--- src/rtl/writeselect_pipe.sv ---
`default_nettype none
`timescale 1ns/1ps
// +--------------------------------------------------------------------------+
// | Module      : writeselect_pipe                                            |
// | Description : Write-side register-file select pipeline. Decodes the       |
// |               destination register and write enable of each issued        |
// |               instruction, carries them DEPTH stages to write-back and    |
// |               drives the register-file write port. A 32-bit pending-write |
// |               scoreboard blocks issue on RAW and WAW hazards.             |
// | Parameters  : DEPTH        issue-to-writeback latency in stages (>= 1)    |
// | Ports       : clk          clock, all state updates on rising edge        |
// |               rst_n        asynchronous active-low reset                  |
// |               issue_valid  instruction presented for issue               |
// |               instructions instruction word being issued                 |
// |               readSelect1  source register 1 of presented instruction    |
// |               readSelect2  source register 2 of presented instruction    |
// |               flush        synchronous kill of all in-flight writes       |
// |               stall        combinational issue refusal                    |
// |               writeSelect  registered register-file write address        |
// |               writeEnable  registered register-file write strobe         |
// |               busy         pending-write scoreboard, bit i = reg i busy   |
// | Revision    : 1.0  initial release                                        |
// +--------------------------------------------------------------------------+
module writeselect_pipe #(
    parameter int DEPTH = 3
) (
    input  logic        clk,
    input  logic        rst_n,
    input  logic        issue_valid,
    input  logic [31:0] instructions,
    input  logic [4:0]  readSelect1,
    input  logic [4:0]  readSelect2,
    input  logic        flush,
    output logic        stall,
    output logic [4:0]  writeSelect,
    output logic        writeEnable,
    output logic [31:0] busy
);

    // Opcode classes that carry a destination field.
    localparam logic [2:0] c_OP_RD_LO  = 3'b000;  // dest in [15:11]
    localparam logic [2:0] c_OP_RD_MID = 3'b001;  // dest in [20:16]
    localparam logic [2:0] c_OP_RD_HI0 = 3'b010;  // dest in [25:21]
    localparam logic [2:0] c_OP_RD_HI1 = 3'b110;  // dest in [25:21]

    // ------------------------------------------------------------------
    // State
    // ------------------------------------------------------------------
    logic [DEPTH-1:0]      pipe_we_q;
    logic [DEPTH-1:0]      pipe_we_d;
    logic [DEPTH-1:0][4:0] pipe_dest_q;
    logic [DEPTH-1:0][4:0] pipe_dest_d;
    logic [31:0]           busy_q;
    logic [31:0]           busy_d;

    // ------------------------------------------------------------------
    // Destination decode
    // ------------------------------------------------------------------
    logic       w_has_dest;
    logic [4:0] w_raw_dest;
    logic       w_dec_we;
    logic [4:0] w_dec_dest;

    always_comb begin
        w_has_dest = 1'b0;
        w_raw_dest = 5'd0;
        case (instructions[31:29])
            c_OP_RD_LO: begin
                w_has_dest = 1'b1;
                w_raw_dest = instructions[15:11];
            end
            c_OP_RD_MID: begin
                w_has_dest = 1'b1;
                w_raw_dest = instructions[20:16];
            end
            c_OP_RD_HI0, c_OP_RD_HI1: begin
                w_has_dest = 1'b1;
                w_raw_dest = instructions[25:21];
            end
            default: begin
                w_has_dest = 1'b0;
                w_raw_dest = 5'd0;
            end
        endcase
    end

    // r0 is hard-wired, so a write to it is no write at all. The address is
    // zeroed too so non-writing entries travel as clean bubbles.
    assign w_dec_we   = w_has_dest & (w_raw_dest != 5'd0);
    assign w_dec_dest = w_dec_we ? w_raw_dest : 5'd0;

    // Remaining instruction bits play no part in write selection.
    logic w_unused_bits;
    assign w_unused_bits = ^{instructions[28:26], instructions[10:0]};

    // ------------------------------------------------------------------
    // Hazard detection and issue acceptance
    // ------------------------------------------------------------------
    logic w_raw_hit;
    logic w_waw_hit;
    logic w_accept;

    assign w_raw_hit = busy_q[readSelect1] | busy_q[readSelect2];
    assign w_waw_hit = w_dec_we & busy_q[w_dec_dest];
    assign stall     = issue_valid & (w_raw_hit | w_waw_hit);

    // flush does not feed stall; it only vetoes the acceptance.
    assign w_accept  = issue_valid & ~stall & ~flush;

    // ------------------------------------------------------------------
    // Write pipe next state
    // ------------------------------------------------------------------
    always_comb begin
        pipe_we_d   = '0;
        pipe_dest_d = '0;
        if (!flush) begin
            pipe_we_d[0]   = w_accept & w_dec_we;
            pipe_dest_d[0] = w_accept ? w_dec_dest : 5'd0;
            for (int i = 1; i < DEPTH; i++) begin
                pipe_we_d[i]   = pipe_we_q[i-1];
                pipe_dest_d[i] = pipe_dest_q[i-1];
            end
        end
    end

    // ------------------------------------------------------------------
    // Scoreboard next state
    // ------------------------------------------------------------------
    logic [31:0] w_busy_set;
    logic [31:0] w_busy_clr;

    always_comb begin
        w_busy_set = '0;
        w_busy_clr = '0;
        busy_d     = busy_q;
        if (w_accept && w_dec_we) begin
            w_busy_set[w_dec_dest] = 1'b1;
        end
        // The entry in the last stage retires at this edge.
        if (pipe_we_q[DEPTH-1]) begin
            w_busy_clr[pipe_dest_q[DEPTH-1]] = 1'b1;
        end
        // Set is applied after clear so a same-edge collision keeps the bit.
        busy_d    = (busy_q & ~w_busy_clr) | w_busy_set;
        busy_d[0] = 1'b0;
        if (flush) begin
            busy_d = '0;
        end
    end

    // ------------------------------------------------------------------
    // Registers
    // ------------------------------------------------------------------
    always_ff @(posedge clk or negedge rst_n) begin
        if (!rst_n) begin
            pipe_we_q   <= '0;
            pipe_dest_q <= '0;
            busy_q      <= '0;
        end else begin
            pipe_we_q   <= pipe_we_d;
            pipe_dest_q <= pipe_dest_d;
            busy_q      <= busy_d;
        end
    end

    // The last pipe stage is the register-file write port.
    assign writeEnable = pipe_we_q[DEPTH-1];
    assign writeSelect = pipe_dest_q[DEPTH-1];
    assign busy        = {busy_q[31:1], 1'b0};

endmodule
`default_nettype wire

--- config.mk ---
export PLATFORM = sky130hd
export DESIGN_NAME = writeselect_pipe
export DESIGN_NICKNAME = d
export VERILOG_FILES = /design/src/rtl/writeselect_pipe.sv
export SDC_FILE = /design/constraint.sdc
export NUM_CORES = 1
export LEC_CHECK = 0
export ABC_AREA = 1
export CAP_MARGIN = 5
export CORE_MARGIN = 8
export CORE_UTILIZATION = 45
export CTS_BUF_LIST = sky130_fd_sc_hd__clkbuf_8
export DETAILED_ROUTE_END_ITERATION = 8
export HOLD_SLACK_MARGIN = 0.08
export PLACE_DENSITY_LB_ADDON = 0.3
export SLEW_MARGIN = 20
export SYNTH_ARGS = -nofsm -noshare
export SYNTH_HDL_FRONTEND = slang
export SYNTH_SLANG_ARGS = --single-unit
--- constraint.sdc ---
create_clock -name clk -period 3 [get_ports clk]
set_clock_uncertainty 0.05 [all_clocks]
set_input_delay 0.45 -clock clk [delete_from_list [all_inputs] [get_ports clk]]
set_output_delay 0.45 -clock clk [all_outputs]
set_load 0.03 [all_outputs]
Yosys cells after proc, flatten, opt, wreduce, memory -nomap -nowiden
Cells that the tools add are included.

Flip-flop bits (word level): 50. Bits of input ports: 46. Output and inout bits: 39. Word-level logic and storage cells: 53.

$lt $le $gt $ge: 6. Equality and inequality tests: 3. Multiplexer cells: 19. Bitwise gates (word level): 13. Reduce and logical (&&, ||, !) cells: 7.

Operators by type and width (number): 32-bit two-way mux (3); 32-bit bitwise AND (1); 32-bit inverter (1); 32-bit OR (1); 5-bit by 6-bit less-than comparator with 1-bit output (second input constant) (4); 1-bit binary-select mux with 5-bit select (3); 15-bit two-way mux (1); 5-bit case mux with 3 select lines (1); 1-bit demux with 5-bit select (2); 5-bit by 1-bit >= comparator with 1-bit output (second input constant) (2); 5-bit two-way mux (2); 1-bit bitwise AND (6); 1-bit two-way mux (6); 5-bit nonzero test (1); 4-bit OR reduction (1); 3-bit by 1-bit equality test with 1-bit output (second input constant) (1); 3-bit by 2-bit equality test with 1-bit output (second input constant) (1); 3-bit equality test (second input constant) (1); 1-bit logical AND (3); 3-bit logical NOT (1); 3-bit two-way mux (1); 1-bit inverter (2); 1-bit OR (2); 2-bit OR reduction (1).

Longest topological paths before layout
Word-level depth: 18. Mapped depth: 18. Gate-level depth less buffers: 16.

Worst setup path after synthesis
OpenSTA, ideal clock, no wires.

Path type: input -> output. Start: input instructions[30]. End: output stall. Arrival time: 2153 ps. Required time: 2500 ps. Slack: 347 ps. Stages on the path: 13. Path buffers: 1. Path through: nor2_4 > nand3_1 > nand3_1 > buf_6 > nand2_1 > nor2_1 > nor2_1 > nand2_1 > nand2_1 > nor2_1 > nand2_2 > and2_1 > nor2_1.

Longest elaborated chain between the ends: 11. Elaborated cells on any way between the ends: 16. Classes of those cells: 3 x eq/ne; 5 x mux; 4 x bitwise; 4 x reduce/logical.

RTL lines: start, declared (line 30) `input logic [31:0] instructions,`; 3-bit by 2-bit equality test with 1-bit output or 3-bit equality test (tied branches) (line 67) `case (instructions[31:29])`; 2-bit OR reduction; 5-bit case mux with 3 select lines (line 67); 5-bit nonzero test (line 89) `assign w_dec_we = w_has_dest & (w_raw_dest != 5'd0);`; 1-bit bitwise AND (line 89); 5-bit two-way mux (line 90) `assign w_dec_dest = w_dec_we ? w_raw_dest : 5'd0;`; 1-bit binary-select mux with 5-bit select (line 104) `assign w_waw_hit = w_dec_we & busy_q[w_dec_dest];`; 1-bit two-way mux (not written as such) (line 104); 1-bit bitwise AND (*) (line 104); 1-bit OR (*) (line 105) `assign stall = issue_valid & (w_raw_hit | w_waw_hit);`; 1-bit bitwise AND (*) (line 105); end, declared (line 34) `output logic stall,`.

Every way passes the cells marked *; elsewhere a longest branch is shown, timed or not. The select of a mux whose other input is x is not followed.

Final worst setup path
Start: input readSelect2[1]. End: output stall.

Longest elaborated chain between the ends: 5.

RTL lines: start, declared (line 32) `input logic [4:0] readSelect2,`; 1-bit binary-select mux with 5-bit select (line 103) `assign w_raw_hit = busy_q[readSelect1] | busy_q[readSelect2];`; 1-bit two-way mux (not written as such) (line 103); 1-bit OR (line 103); 1-bit OR (line 105); 1-bit bitwise AND (line 105).

Every way passes these cells. The select of a mux whose other input is x is not followed.

==> flow_metrics.env <==
export IMPL_overflow=0
export IMPL_initial_core_util_pct=46.3
export IMPL_antenna_left=0
export IMPL_die_area_mm2=0.0110
export IMPL_synth_nets=597
export IMPL_r2r_cells=15
export IMPL_fp_row_count=32
export IMPL_power_leakage_nw=2.14
export IMPL_grt_max_degree=50
export IMPL_final_common_cell="nand2_1"
export IMPL_r2r_slack_ns=0.85
export IMPL_min_path_type="input port to asynchronous set/reset pin"
export IMPL_synth_top_family_by_area="simple AND/OR/NAND/NOR gates"
export IMPL_viasPerCell=5.30
export IMPL_relSlewSlack_pct=47.1
export IMPL_crit_arrival_ns=2.32
export IMPL_synth_simple_gate_area_share_pct=41.3
export IMPL_die_h_um=105
export IMPL_maxClockFrequency_mhz=355
export IMPL_synthXorXnorAreaFrac_pct=0
export IMPL_synthCells=551
export IMPL_drtPass1Iterations=5
export IMPL_wl_per_cell_um=15.5
export IMPL_final_cell_mix="nand2_1, nor2_1, clkdlybuf4s50_1"
export IMPL_fp_dieW_um=105
export IMPL_ios=85
export IMPL_maxCapViolations=0
export IMPL_root_buffer="clkbuf_8"
export IMPL_r2r_start="busy_q[21]$_DFF_PN0_"
export IMPL_synth_distinct_cells=30
export IMPL_cts_tree="done"
export IMPL_required_ns=2.50
export IMPL_yosysSeqAreaShare_pct=34.5
export IMPL_clk_pin_slew_ns=0.10
export IMPL_drive_gt1_share_pct=14.5
export IMPL_status="finished clean"
export IMPL_worstSetupPathType="input port to primary output"
export IMPL_numClockSinks=49
export IMPL_yosys_warnings=0
export IMPL_hpwlAfterDp_um=8890
export IMPL_synth_mux_area_share_pct=0
export IMPL_drt_total_wl_um=11600
export IMPL_slew_viol_final=0
export IMPL_fin_hold_ws_ns=0.0760
export IMPL_io_buffers=69
export IMPL_finalCritPeriodShare_pct=93.9
export IMPL_synthAdderAreaFrac_pct=0
export IMPL_tns_ns=0
export IMPL_setup_violations=0
export IMPL_cts_max_level=2
export IMPL_place_congestion=0.940
export IMPL_cp_max_fo=5
export IMPL_vias=3949
export IMPL_timing_final_crit_period_ns=2.82
export IMPL_design_core_area_mm2=0.00769
export IMPL_rsz0062_at_grt="false"
export IMPL_worst_ir_drop_vdd_v=0.000323
export IMPL_area_growth_pct=31.1
export IMPL_ys_ff_latch=49
export IMPL_p_per_area_mw_per_mm2=311
export IMPL_synth_area_per_cell_um2=6.45
export IMPL_drt_initial_drc_count=258
export IMPL_critPathLaunchType="input port"
export IMPL_antenna_cells=0
export IMPL_r2r_end="busy_q[9]$_DFF_PN0_"
export IMPL_nets=688
export IMPL_tightest_slew_ns=0.791
export IMPL_grt_pass1_wl_um=18900
export IMPL_clock_latency_ns=0.31
export IMPL_numCtsBuffers=5
export IMPL_synth_compound_area_share_pct=12.5
export IMPL_netlist_area_mm2=0.00356
export IMPL_grt_total_usage_pct=20.9
export IMPL_end_kind="primary output"
export IMPL_antenna_found_initial=0
export IMPL_hold_viol=0
export IMPL_grt_pass1_vias=3812
export IMPL_clock_path_buffers=2
export IMPL_post_route_util_pct=60.7
export IMPL_drc=0
export IMPL_fill_cells=750
==> cell usage after synthesis <==
cell / count / area [µm²]
nand2_2: 2 / 12.5
nand4_4: 1 / 21.3
buf_6: 5 / 56.3
inv_1: 63 / 236
nand3_1: 42 / 210
a21boi_0: 1 / 7.51
conb_1: 1 / 3.75
nor2_4: 5 / 56.3
dfrtp_1: 49 / 1230
nor3_2: 1 / 10.0
and2_1: 1 / 6.26
clkinv_1: 1 / 3.75
nand3_2: 2 / 20.0
nor2_2: 22 / 138
nand3b_1: 3 / 22.5
nand3_4: 2 / 35.0
buf_4: 7 / 52.6
a21oi_1: 58 / 290
o21ai_0: 24 / 120
nand4_1: 8 / 50.1
buf_2: 3 / 15.0
nand2_1: 113 / 424
nor3_1: 10 / 50.1
inv_2: 4 / 15.0
o21ai_1: 1 / 5.00
clkbuf_1: 9 / 33.8
a21o_1: 1 / 7.51
a31oi_1: 1 / 6.26
o211ai_1: 1 / 7.51
nor2_1: 110 / 413
==> cells by family (layout without fill, tap and decap cells) <==
| group | Yosys count | count (layout) |
|---|---|---|
| AO/OA/AOI/OAI | 87 | 87 |
| buffers and inverters | 92 | 184 |
| flip-flops | 49 | 49 |
| other | 1 | 1 |
| AND/OR/NAND/NOR | 322 | 322 |
==> worst max-delay path by stage <==
stage / start / to / slack, ns / cells after the start
2_1_floorplan: instructions[30] / stall / 0.35 / 13
3_3_place_gp: instructions[30] / stall / 0.01 / 15
3_5_place_dp: instructions[30] / stall / -0.03 / 15
4_1_cts: instructions[30] / stall / 0.005 / 16
5_1_grt: readSelect1[0] / stall / 0.04 / 13
6_report: readSelect2[1] / stall / 0.18 / 13
==> where the power goes <==
group	leakage (nW)	internal, mW	switching (mW)	total, mW
Sequential	0.684	0.665	0.00253	0.667
Clock	0.0506	0.175	0.253	0.427
Combinational	1.40	0.147	0.208	0.355
Total	2.14	0.986	0.463	1.45
==> layer usage <==
metal,share of wire (%),track usage (%)
met1,41,25.2
met2,48,36.1
met3,9.0,4.18
met4,2.2,7.65
met5,0,0
==> registers in the layout (all words and copies together), names as in the netlist <==
register and count:
busy_q 31, pipe_dest_q 10, writeSelect 5, pipe_we_q 3
==> through the flow <==
stage	std cells	power, mW	cell area (µm²)	worst slack (ns)
global placement	736	1.02	4520	0.0108
finish	745	1.45	4660	0.183
floorplan	551	0.873	3560	0.347
global route	745	1.52	4660	0.0419
detailed placement	736	1.03	4520	-0.0318
CTS	744	1.45	4620	0.00496
==> what timing repair did <==
item / CTS / global route
resized for setup: 3 / 9
gates cloned: 0 / 0
hold buffers: 0 / 0
setup buffers: 0 / 1
endpoints found under the setup margin: 1 / 1
pin swaps: 1 / 3
==> critical path: stages <==
cell             delay, ns
clkdlybuf4s50_1       0.56
buf_4                 0.18
a21oi_1               0.04
o21ai_0               0.09
nand3_1               0.12
nand3b_1              0.10
nand2_1               0.08
nand2_1               0.06
nand2_1               0.06
nor2_2                0.20
and2_1                0.19
nor2_2                0.06
buf_6                 0.13
==> layout make-up <==
type / count / area (µm²) / share of cell area [%]
multi-input cells: 410 / 1940 / 41.6
clock inverters: 3 / 28.8 / 0.617
flip-flops and latches: 49 / 1230 / 26.3
inverters: 68 / 255 / 5.47
repair buffers: 108 / 1020 / 21.8
well taps: 102 / 128 / 2.74
clock buffers: 5 / 68.8 / 1.48
Power figures use the tool's default switching activity.
